`src/rtl/muldiv_pkg.sv`:
```
// Shared constants and types for the iterative RV32M multiply/divide unit.
package muldiv_pkg;

  localparam int XLEN  = 32;
  localparam int CNT_W = 5;

  localparam logic [2:0] F3_MUL    = 3'b000;
  localparam logic [2:0] F3_MULH   = 3'b001;
  localparam logic [2:0] F3_MULHSU = 3'b010;
  localparam logic [2:0] F3_MULHU  = 3'b011;
  localparam logic [2:0] F3_DIV    = 3'b100;
  localparam logic [2:0] F3_DIVU   = 3'b101;
  localparam logic [2:0] F3_REM    = 3'b110;
  localparam logic [2:0] F3_REMU   = 3'b111;

  localparam logic [XLEN-1:0]  ALL_ONES = 32'hFFFF_FFFF;
  localparam logic [XLEN-1:0]  INT_MIN  = 32'h8000_0000;
  localparam logic [CNT_W-1:0] CNT_INIT = 5'd31;

  typedef enum logic [1:0] {
    IDLE = 2'd0,
    CALC = 2'd1,
    FIX  = 2'd2
  } state_e;

endpackage

```
`src/rtl/muldiv_negate.sv`:
```
// Conditional two's-complement of a W-bit vector (pure combinational).
module muldiv_negate #(
  parameter int W = 32
) (
  input  logic [W-1:0] val_i,
  input  logic         neg_i,
  output logic [W-1:0] res_o
);

  // Negate only when requested.
  always_comb begin
    if (neg_i) begin
      res_o = ~val_i + {{(W-1){1'b0}}, 1'b1};
    end else begin
      res_o = val_i;
    end
  end

endmodule

```
`src/rtl/muldiv_unit.sv`:
```
// Iterative RV32M unit: shift-add multiply / restoring divide on operand
// magnitudes, XLEN iterations, sign fix-up in a final FIX cycle.
module muldiv_unit
  import muldiv_pkg::*;
(
  input  logic            clk,
  input  logic            rst_n,
  input  logic            start,
  input  logic [2:0]      funct3,
  input  logic [XLEN-1:0] op_a,
  input  logic [XLEN-1:0] op_b,
  input  logic            flush,
  output logic            busy,
  output logic            done,
  output logic [XLEN-1:0] result
);

  state_e              state_q;
  logic [CNT_W-1:0]    cnt_q;
  logic [2:0]          f3_q;
  logic [XLEN-1:0]     b_q;
  logic [2*XLEN-1:0]   acc_q, acc_d;
  logic                res_neg_q, div_zero_q, ovf_q;
  logic                busy_q, done_q;
  logic [XLEN-1:0]     result_q, result_d;

  logic                a_signed_s, b_signed_s, a_neg_s, b_neg_s;
  logic [XLEN-1:0]     a_abs_s, b_abs_s;
  logic [XLEN:0]       mul_sum_s, div_shift_s, div_diff_s;
  logic [2*XLEN-1:0]   fix_val_s, fix_neg_s;

  // Operand signedness for the incoming op; MUL is sign-agnostic in its low word.
  always_comb begin
    case (funct3)
      F3_MULH, F3_DIV, F3_REM: begin a_signed_s = 1'b1; b_signed_s = 1'b1; end
      F3_MULHSU:               begin a_signed_s = 1'b1; b_signed_s = 1'b0; end
      default:                 begin a_signed_s = 1'b0; b_signed_s = 1'b0; end
    endcase
  end

  assign a_neg_s = a_signed_s & op_a[XLEN-1];
  assign b_neg_s = b_signed_s & op_b[XLEN-1];

  muldiv_negate #(.W(XLEN)) u_abs_a (.val_i(op_a), .neg_i(a_neg_s), .res_o(a_abs_s));
  muldiv_negate #(.W(XLEN)) u_abs_b (.val_i(op_b), .neg_i(b_neg_s), .res_o(b_abs_s));

  assign mul_sum_s   = {1'b0, acc_q[2*XLEN-1:XLEN]} + {1'b0, b_q};
  assign div_shift_s = {acc_q[2*XLEN-1:XLEN], acc_q[XLEN-1]};
  assign div_diff_s  = div_shift_s - {1'b0, b_q};

  // One iteration: acc = {hi: partial product / remainder, lo: multiplier / dividend->quotient}.
  always_comb begin
    if (f3_q[2]) begin
      if (!div_diff_s[XLEN]) begin
        acc_d = {div_diff_s[XLEN-1:0], acc_q[XLEN-2:0], 1'b1};
      end else begin
        acc_d = {div_shift_s[XLEN-1:0], acc_q[XLEN-2:0], 1'b0};
      end
    end else begin
      if (acc_q[0]) begin
        acc_d = {mul_sum_s, acc_q[XLEN-1:1]};
      end else begin
        acc_d = {1'b0, acc_q[2*XLEN-1:1]};
      end
    end
  end

  // Zero-extended 32-bit div values negate identically in the low word.
  always_comb begin
    if (!f3_q[2]) begin
      fix_val_s = acc_q;
    end else if (f3_q[1]) begin
      fix_val_s = {{XLEN{1'b0}}, acc_q[2*XLEN-1:XLEN]};
    end else begin
      fix_val_s = {{XLEN{1'b0}}, acc_q[XLEN-1:0]};
    end
  end

  muldiv_negate #(.W(2*XLEN)) u_fix (.val_i(fix_val_s), .neg_i(res_neg_q), .res_o(fix_neg_s));

  // Final result selection including the architectural special cases.
  always_comb begin
    case (f3_q)
      F3_MUL: result_d = fix_neg_s[XLEN-1:0];
      F3_MULH, F3_MULHSU, F3_MULHU: result_d = fix_neg_s[2*XLEN-1:XLEN];
      F3_DIV, F3_DIVU: begin
        if (div_zero_q) begin
          result_d = ALL_ONES;
        end else if (ovf_q) begin
          result_d = INT_MIN;
        end else begin
          result_d = fix_neg_s[XLEN-1:0];
        end
      end
      default: result_d = fix_neg_s[XLEN-1:0];
    endcase
  end

  // Control FSM and datapath registers.
  always_ff @(posedge clk or negedge rst_n) begin
    if (!rst_n) begin
      state_q    <= IDLE;
      cnt_q      <= {CNT_W{1'b0}};
      f3_q       <= 3'b000;
      b_q        <= {XLEN{1'b0}};
      acc_q      <= {(2*XLEN){1'b0}};
      res_neg_q  <= 1'b0;
      div_zero_q <= 1'b0;
      ovf_q      <= 1'b0;
      busy_q     <= 1'b0;
      done_q     <= 1'b0;
      result_q   <= {XLEN{1'b0}};
    end else begin
      done_q <= 1'b0;
      case (state_q)
        IDLE: begin
          if (start && !flush) begin
            state_q    <= CALC;
            busy_q     <= 1'b1;
            cnt_q      <= CNT_INIT;
            f3_q       <= funct3;
            b_q        <= b_abs_s;
            acc_q      <= {{XLEN{1'b0}}, a_abs_s};
            res_neg_q  <= (funct3[2] && funct3[1]) ? a_neg_s : (a_neg_s ^ b_neg_s);
            div_zero_q <= (op_b == {XLEN{1'b0}});
            ovf_q      <= (funct3 == F3_DIV) && (op_a == INT_MIN) && (op_b == ALL_ONES);
          end
        end
        CALC: begin
          if (flush) begin
            state_q <= IDLE;
            busy_q  <= 1'b0;
          end else begin
            acc_q <= acc_d;
            cnt_q <= cnt_q - 5'd1;
            if (cnt_q == 5'd0) begin
              state_q <= FIX;
            end
          end
        end
        FIX: begin
          state_q <= IDLE;
          busy_q  <= 1'b0;
          if (!flush) begin
            result_q <= result_d;
            done_q   <= 1'b1;
          end
        end
        default: begin
          state_q <= IDLE;
          busy_q  <= 1'b0;
        end
      endcase
    end
  end

  assign busy   = busy_q;
  assign done   = done_q;
  assign result = result_q;

endmodule

```
`config.mk`:
```
export PLATFORM = sky130hd
export DESIGN_NAME = muldiv_unit
export DESIGN_NICKNAME = d
export VERILOG_FILES = /design/src/rtl/muldiv_pkg.sv /design/src/rtl/muldiv_negate.sv /design/src/rtl/muldiv_unit.sv
export SDC_FILE = /design/constraint.sdc
export NUM_CORES = 1
export LEC_CHECK = 0
export ABC_AREA = 1
export CAP_MARGIN = 5
export CORE_MARGIN = 2
export CORE_UTILIZATION = 56
export DETAILED_ROUTE_END_ITERATION = 7
export HOLD_SLACK_MARGIN = 0.05
export PLACE_DENSITY = 0.79
export SYNTH_ARGS = -nofsm -noshare
export SYNTH_HDL_FRONTEND = slang
export SYNTH_SLANG_ARGS = --single-unit
```
`constraint.sdc`:
```
create_clock -name clk -period 2.2 [get_ports clk]
set_input_delay 0.55 -clock clk [delete_from_list [all_inputs] [get_ports clk]]
set_output_delay 0.55 -clock clk [all_outputs]
set_load 0.05 [all_outputs]
```
==> impl_metrics.csv, run 1 <==
group,metric,value,unit
grt,grt_max_degree,64,
synth,synth_cells,2772,
run_status,firstError,"[ERROR GRT-0232] Routing congestion too high. Check the congestion heatmap in the GUI.",
synth,avgSynthCellArea,5.86,sq um
synth,synth.yosys.seq_area_share,0.220,
synth,ys_types,54,
synth,ys.flop_type,"dfrtp_1",
floorplanning,initial_core_util,0.567,
clocking,cts_buffers,17,
floorplanning,die_w,174,microns
synth,synth.net_count,2915,
floorplanning,fp.dieH,174,microns
run_status,stop_stage,"5_1_grt",
clocking,clockBufferDepth,2,
place,gp_congestion,1.07,
clocking,cts-root-buf,"clkbuf_16",
run_status,status,"stopped before the end",
synth,synth-seq-cells,143,
clocking,cts_max_level,4,
clocking,clock-sinks,143,
floorplanning,ioPinCount,105,
synth,synthArstFlopShare,1.00,
grt,grtUsageTotal,0.812,
grt,grt_overflow,133,
synth,yosysWarnings,0,
timing,worst_endpoint_kind,"register data pin",
place,dpl.hpwl,55.2,mm
place,port_buffers,104,
synth,synth_edf_count,0,
floorplanning,rows,62,
synth,syn-cell-area,16200,sq um
timing,grt-worst-endpoint,"acc_q[56]$_DFFE_PN0P_/D",
through the flow:
stage / instance area [sq um] / cells / worst slack (ns)
2_1_floorplan: 16400 / 2772 / -0.0458
3_3_place_gp: 22100 / 3760 / -0.403
3_5_place_dp: 22100 / 3760 / -0.445
4_1_cts: 24600 / 3864 / -0.354
what timing repair did:
| item | CTS |
|---|---|
| cloned | 11 |
| resized for setup | 326 |
| hold buffers | 1 |
| pin swaps | 119 |
| setup buffers | 62 |
| endpoints found under the setup margin | 66 |
| endpoints found under the hold margin | 29 |
cells in the mapped netlist, types with 8 or more instances:
cell / instances / area share
buf_2: 24 / 0.0074
nor3_1: 32 / 0.0099
o21ai_2: 8 / 0.0043
or2_2: 17 / 0.0065
nor2_2: 9 / 0.0035
nand2_2: 13 / 0.0050
clkbuf_1: 51 / 0.012
a21oi_1: 239 / 0.074
xnor2_1: 24 / 0.013
ha_1: 70 / 0.054
dfrtp_1: 143 / 0.22
o21ai_0: 222 / 0.068
a31oi_1: 18 / 0.0069
buf_1: 11 / 0.0025
inv_1: 280 / 0.065
nand3_1: 225 / 0.069
nor2_1: 271 / 0.063
nand3b_1: 21 / 0.0097
o21ai_1: 8 / 0.0025
a22oi_1: 14 / 0.0065
a21boi_1: 9 / 0.0042
xor2_1: 46 / 0.025
nand2_1: 876 / 0.20
nand4_1: 59 / 0.023
metal layers:
layer  global-route usage  GRT overflow
met1                0.812             2
met2                0.942            62
met3                0.703             1
met4                0.805            68
met5                0.378             0
cells by family after synthesis:
group / synth area share
flops: 0.220
simple gates: 0.404
xor+xnor: 0.0378
compound gates: 0.186
fa+ha+maj: 0.0564
buf+inv: 0.0948
==> run 2: changes to the inputs <==
--- a/config.mk
+++ b/config.mk
@@ -8,10 +8,9 @@
 export ABC_AREA = 1
 export CAP_MARGIN = 5
 export CORE_MARGIN = 2
-export CORE_UTILIZATION = 56
+export CORE_UTILIZATION = 40
 export DETAILED_ROUTE_END_ITERATION = 7
-export HOLD_SLACK_MARGIN = 0.05
-export PLACE_DENSITY = 0.79
+export PLACE_DENSITY_LB_ADDON = 0.15
 export SYNTH_ARGS = -nofsm -noshare
 export SYNTH_HDL_FRONTEND = slang
 export SYNTH_SLANG_ARGS = --single-unit
==> constraint.sdc (replaced) <==
create_clock -name clk -period 2.9 [get_ports clk]
set_input_delay 0.725 -clock clk [delete_from_list [all_inputs] [get_ports clk]]
set_output_delay 0.725 -clock clk [all_outputs]
set_load 0.05 [all_outputs]
==> impl_metrics.csv, run 2 <==
group,metric,value,unit
finish,fin_area,19400,sq um
place,dpl.hpwl,55.5,mm
clocking,cts_tree,"yes",
synth,yosysWarnings,0,
synth,ys.flop_type,"dfrtp_1",
clocking,postCtsSetupBuffers,0,
synth,synth_most_common_cell,"nand2_1",
setup_path,crit_chain,"inv_1, ha_1, nand2_1, nor2_1, nand2_1, o21ai_0, nand2_1, nand2_1, nand2_1, nand2_1, inv_1, nand2_1, nand3_1, nand2_1, nand2_1",
setup_path,worst-setup-path-type,"flop to flop",
timing,clock.fmax,370,MHz
floorplanning,rows,73,
route,ant_nets,0,
timing,hold_viol,0,
power_and_ir_drop,p_switching,14.3,mW
power_and_ir_drop,pwr-share-seq,0.151,
clocking,clock-sinks,143,
setup_path,slowest_delay,0.54,ns
timing,finalCritPeriodShare,0.932,
timing,maxSlewHeadroom,0.490,
grt,grtUsageTotal,0.331,
place,gp_congestion,0.995,
synth,netlist_top_cells_count,"876 x nand2_1, 280 x inv_1, 271 x nor2_1, 239 x a21oi_1, 225 x nand3_1",
route,drc,0,
setup_path,worstSetupEndpoint,"acc_q[53]",
power_and_ir_drop,power_frac_clock,0.094,
clocking,cts_buffers,17,
clocking,hold_buffers,0,
synth,synth-seq-cells,143,
power_and_ir_drop,p_int,10.1,mW
power_and_ir_drop,p_per_area,1260,nW/um^2
timing,fin_skew,0.0147,ns
grt,antenna_found_initial,0,
finish,multi_input_area,11200,sq um
timing,hold_ws,0.200,ns
synth,synth.yosys.seq_area_share,0.220,
timing,setup_viol,0,
clocking,cts-root-buf,"clkbuf_16",
setup_path,reg2reg_slack,0.20,ns
setup_path,worst_ep_required_time,3.26,ns
synth,synth_cells,2772,
clocking,clockBufferDepth,2,
clocking,cts_max_level,4,
place,pre_cts_slack,0.00917,ns
place,placed_cell_area,18700,sq um
floorplanning,core,39900,sq um
setup_path,cp_max_fo,5,
finish,regArea,3580,sq um
run_status,status,"complete, no violations",
power_and_ir_drop,pwr-share-comb,0.755,
finish,drive_above_1_share,0.0871,
setup_path,cp-end-kind,"flop",
timing,final_max_slew_viol_count,0,
setup_path,worst_path_most_repeated_cell,"nand2_1",
grt,grt_pass1_wl,106,mm
floorplanning,initial_core_util,0.407,
floorplanning,die-area,42200,sq um
flow_run,drv_cap,0,
floorplanning,ioPinCount,105,
synth,ys_types,54,
power_and_ir_drop,leakagePower,9.49,nW
clocking,clk_pin_slew,0.07,ns
grt,grt_pass1_vias,17800,
synth,synth_edf_count,0,
grt,grt_max_degree,74,
clocking,clk_latency,0.47,ns
route,dr.pass1.iters,6,
setup_path,r2r_start,"b_q[11]",
setup_path,r2r_cells,15,
finish,finalNonFillerCells,3488,
timing,min_period,2.70,ns
synth,synth_area_leader_cell,"dfrtp_1",
finish,fillers,4277,
route,vias,19400,
route,vias_per_cell,5.57,
finish,diodes,0,
setup_path,critical_path.slowest_cell,"o21ai_0",
finish,areaGrowthSynthToFinish,19.2,%
setup_path,arrival,3.07,ns
timing,rsz0062_at_grt,"no",
synth,yosysTopAreaCellShare,0.220,
synth,synth.net_count,2915,
synth,syn-cell-area,16200,sq um
setup_path,critPathLaunch,"b_q[11]",
floorplanning,die_w,205,microns
synth,synth_area_leaders,"dfrtp_1 22%, nand2_1 20%, a21oi_1 7.4%, nand3_1 6.9%, o21ai_0 6.8%",
floorplanning,fp.dieH,205,microns
setup_path,start_kind,"flop",
finish,largest_reg_flops,64,
finish,mostFrequentLayoutCells,"874 x nand2_1, 278 x inv_1, 271 x nor2_1",
power_and_ir_drop,ir_drop,0.662,mV
finish,largest_register,"acc_q",
place,port_buffers,104,
hold_path,hp-class,"primary input to asynchronous set/reset pin",
finish,final_core_util,0.485,
route,drt_wl_total,69.2,mm
synth,synthArstFlopShare,1.00,
timing,fin_ws,0.196,ns
route,drt_iter0_drc,2041,
finish,final_nets,3093,
setup_path,r2r_end,"acc_q[53]",
power_and_ir_drop,p_sw_frac,0.585,
grt,grt_overflow,0,
finish,layout_commonest_cell,"nand2_1",
route,routedWlPerCell,19.8,microns
place,placed_cells,3455,
synth,avgSynthCellArea,5.86,sq um
timing,worstMarginPinSlew,0.765,ns
power_and_ir_drop,totalPowerFinal,24.4,mW
timing,tns,0,ns
## run 2: cell counts after synthesis
Identical to the previous run, type by type.
## run 2: area by class of cell
cell class	count	area share
multi-input combinational	2247	0.577
tap	525	0.0339
timing repair buffer	253	0.117
clock inverter	15	0.00879
inverter	288	0.0559
clock buffer	17	0.0220
sequential	143	0.185
## run 2: worst max-delay path: cells and delay by family (launching register included)
family	cells	cell delay, ns
AOI/OAI and AO/OA	1	0.54
adders and majority gates	1	0.38
buffers and inverters	2	0.12
DFF	1	0.47
and+or+nand+nor	11	1.11
## run 2: cells by family (layout without fill, tap and decap cells)
kind of cell	after synthesis	in the layout	synth area share
compound gates	557	557	0.186
xor+xnor	70	70	0.0378
fa+ha+maj	72	72	0.0564
buf+inv	383	573	0.0948
flops	143	143	0.220
simple gates	1547	1548	0.404
## run 2: power by group through the flow
| stage | clock [mW] | combinational [mW] | sequential, mW |
|---|---|---|---|
| 5_1_grt | 2.43 | 20.2 | 3.77 |
| 3_5_place_dp | 0 | 17.8 | 3.67 |
| 3_3_place_gp | 0 | 17.8 | 3.66 |
| 4_1_cts | 2.34 | 17.9 | 3.64 |
| 2_1_floorplan | 0 | 10.9 | 4.26 |
| 6_report | 2.29 | 18.4 | 3.70 |
## run 2: layer usage
layer | vias to the layer above | GRT usage | part of all wire
li1 | 9489 | - | -
met1 | 8990 | 0.514 | 0.48
met2 | 848 | 0.460 | 0.40
met3 | 91 | 0.0553 | 0.097
met4 | 0 | 0.0938 | 0.025
met5 | - | 0 | 0
## run 2: worst min-delay path by stage
stage	from	endpoint	slack, ns	cells after the start
6_report	rst_n	b_q[29]	0.20	1
3_5_place_dp	result[29]	result[29]	0.46	2
3_3_place_gp	result[19]	result[19]	0.46	2
2_1_floorplan	rst_n	acc_q[0]	0.43	0
5_1_grt	rst_n	b_q[29]	0.22	1
4_1_cts	rst_n	acc_q[61]	0.20	1
## run 2: repair_timing
item,in CTS,in global routing
endpoints found under the hold margin,0,0
gates resized for setup,0,8
setup endpoints to repair,0,44
(Power assumes the default switching activity.)
==> run 3: changes to the inputs <==
--- a/config.mk
+++ b/config.mk
@@ -8,7 +8,7 @@
 export ABC_AREA = 1
 export CAP_MARGIN = 5
 export CORE_MARGIN = 2
-export CORE_UTILIZATION = 40
+export CORE_UTILIZATION = 55
 export DETAILED_ROUTE_END_ITERATION = 7
 export PLACE_DENSITY_LB_ADDON = 0.15
 export SYNTH_ARGS = -nofsm -noshare
==> impl_metrics.csv, run 3 (same netlist as run 2, synthesis figures left out) <==
group,metric,value,unit
floorplanning,core,28900,sq um
clocking,cts-root-buf,"clkbuf_16",
timing,maxSlewHeadroom,0.549,
hold_path,hp-class,"primary input to asynchronous set/reset pin",
setup_path,crit_chain,"inv_1, ha_1, a21oi_1, inv_1, nand2_1, nand3_1, nand2_1, nand2_1, nand3b_1, nand2_1, nand2_1, nand2_1, buf_12, o21ai_0, a21oi_1",
setup_path,r2r_cells,15,
grt,grt_pass1_wl,97.5,mm
timing,setup_viol,0,
route,drc,0,
finish,largest_reg_flops,64,
route,vias_per_cell,6.01,
power_and_ir_drop,p_per_area,1260,nW/um^2
power_and_ir_drop,ir_drop,0.799,mV
place,placed_cell_area,18200,sq um
route,ant_nets,0,
finish,areaGrowthSynthToFinish,16.1,%
timing,min_period,2.76,ns
clocking,clockBufferDepth,2,
clocking,hold_buffers,0,
grt,grt_max_degree,83,
finish,multi_input_area,11200,sq um
clocking,clock-sinks,143,
place,port_buffers,104,
finish,fillers,2813,
route,routedWlPerCell,19.2,microns
finish,largest_register,"acc_q",
floorplanning,fp.dieH,176,microns
finish,regArea,3590,sq um
floorplanning,initial_core_util,0.563,
clocking,clk_latency,0.46,ns
floorplanning,rows,62,
setup_path,worst_path_most_repeated_cell,"nand2_1",
finish,final_nets,3051,
finish,mostFrequentLayoutCells,"873 x nand2_1, 278 x inv_1, 270 x nor2_1",
clocking,clk_pin_slew,0.07,ns
grt,grt_pass1_vias,17800,
setup_path,r2r_end,"acc_q[0]",
timing,worstMarginPinSlew,0.677,ns
place,gp_congestion,1.09,
finish,layout_commonest_cell,"nand2_1",
place,placed_cells,3271,
clocking,cts_max_level,4,
finish,fin_area,18900,sq um
timing,clock.fmax,363,MHz
setup_path,r2r_start,"b_q[5]",
floorplanning,die-area,30900,sq um
floorplanning,die_w,176,microns
setup_path,worst-setup-path-type,"flop to flop",
timing,finalCritPeriodShare,0.951,
setup_path,reg2reg_slack,0.14,ns
place,dpl.hpwl,49.9,mm
power_and_ir_drop,leakagePower,9.26,nW
floorplanning,ioPinCount,105,
finish,finalNonFillerCells,3305,
route,vias,19900,
setup_path,worst_ep_required_time,3.23,ns
setup_path,cp-end-kind,"flop",
clocking,cts_tree,"yes",
setup_path,start_kind,"flop",
grt,antenna_found_initial,0,
setup_path,cp_max_fo,25,
clocking,cts_buffers,17,
run_status,status,"complete, no violations",
grt,grt_overflow,0,
finish,drive_above_1_share,0.0763,
setup_path,critical_path.slowest_cell,"dfrtp_1",
setup_path,arrival,3.09,ns
grt,grtUsageTotal,0.406,
timing,hold_viol,0,
route,drt_wl_total,63.4,mm
route,drt_iter0_drc,2699,
finish,diodes,0,
timing,fin_skew,0.0148,ns
flow_run,drv_cap,0,
timing,final_max_slew_viol_count,0,
setup_path,slowest_delay,0.50,ns
route,dr.pass1.iters,6,
-- run 3: cell count changes in the layout (fill, tap and decap cells not counted), moves of 2 or more --
| cell | previous run | this run |
|---|---|---|
| inv_6 | 3 | 5 |
| clkinv_4 | 3 | 1 |
| o21ai_2 | 6 | 8 |
| a21oi_1 | 237 | 235 |
| buf_4 | 140 | 98 |
| a21oi_2 | 2 | 4 |
| o21ai_4 | 4 | 2 |
-- run 3: layout make-up --
| class | count | share of cell area |
|---|---|---|
| sequential | 143 | 0.190 |
| clock inverter | 15 | 0.00856 |
| multi-input combinational | 2247 | 0.592 |
| clock buffer | 17 | 0.0226 |
| timing repair buffer | 211 | 0.103 |
| tap | 384 | 0.0255 |
| inverter | 288 | 0.0573 |
-- run 3: worst max-delay path by stage --
stage,depth (start not counted),endpoint,startpoint
CTS,20,acc_q[58],acc_q[31]
global placement,11,b_q[27],funct3[2]
floorplan,18,acc_q[34],acc_q[32]
global route,12,acc_q[0],acc_q[40]
detailed placement,11,b_q[27],funct3[2]
finish,15,acc_q[0],b_q[5]
-- run 3: report_power, final --
part | switching [mW] | internal (mW) | total, mW
clock | 1.12 | 1.23 | 2.35
combinational | 12.0 | 5.65 | 17.6
sequential | 0.940 | 2.88 | 3.82
-- run 3: timing repair --
action	4_1_cts	5_1_grt
setup endpoints to repair	0	41
buffers inserted	0	1
resized for setup	0	17
-- run 3: metal layers --
metal,GRT usage,up-vias,share of wire
met5,0,-,0
met4,0.139,0,0.038
met3,0.119,164,0.14
met2,0.577,1270,0.40
met1,0.584,9029,0.42
li1,-,9405,-
-- run 3: through the flow --
step / utilization / setup WS [ns] / total power, mW / TNS, ns / hold slack, ns
after global routing: 0.653 / -0.0000357 / 25.5 / -0.0000357 / 0.293
after detailed placement: 0.631 / 0.0339 / 20.5 / 0 / 0.464
after floorplan: - / 0.461 / 15.1 / 0 / 0.429
final: 0.653 / 0.143 / 23.8 / 0 / 0.249
after global placement: 0.631 / 0.111 / 20.3 / 0 / 0.461
after CTS: 0.651 / 0.117 / 22.9 / 0 / 0.261
-- run 3: critical path: cells and delay by family, from the launching register on --
| kind | cells | cell delay [ns] |
|---|---|---|
| compound gates | 3 | 0.63 |
| fa+ha+maj | 1 | 0.36 |
| buf+inv | 3 | 0.33 |
| flops | 1 | 0.50 |
| simple gates | 8 | 0.80 |
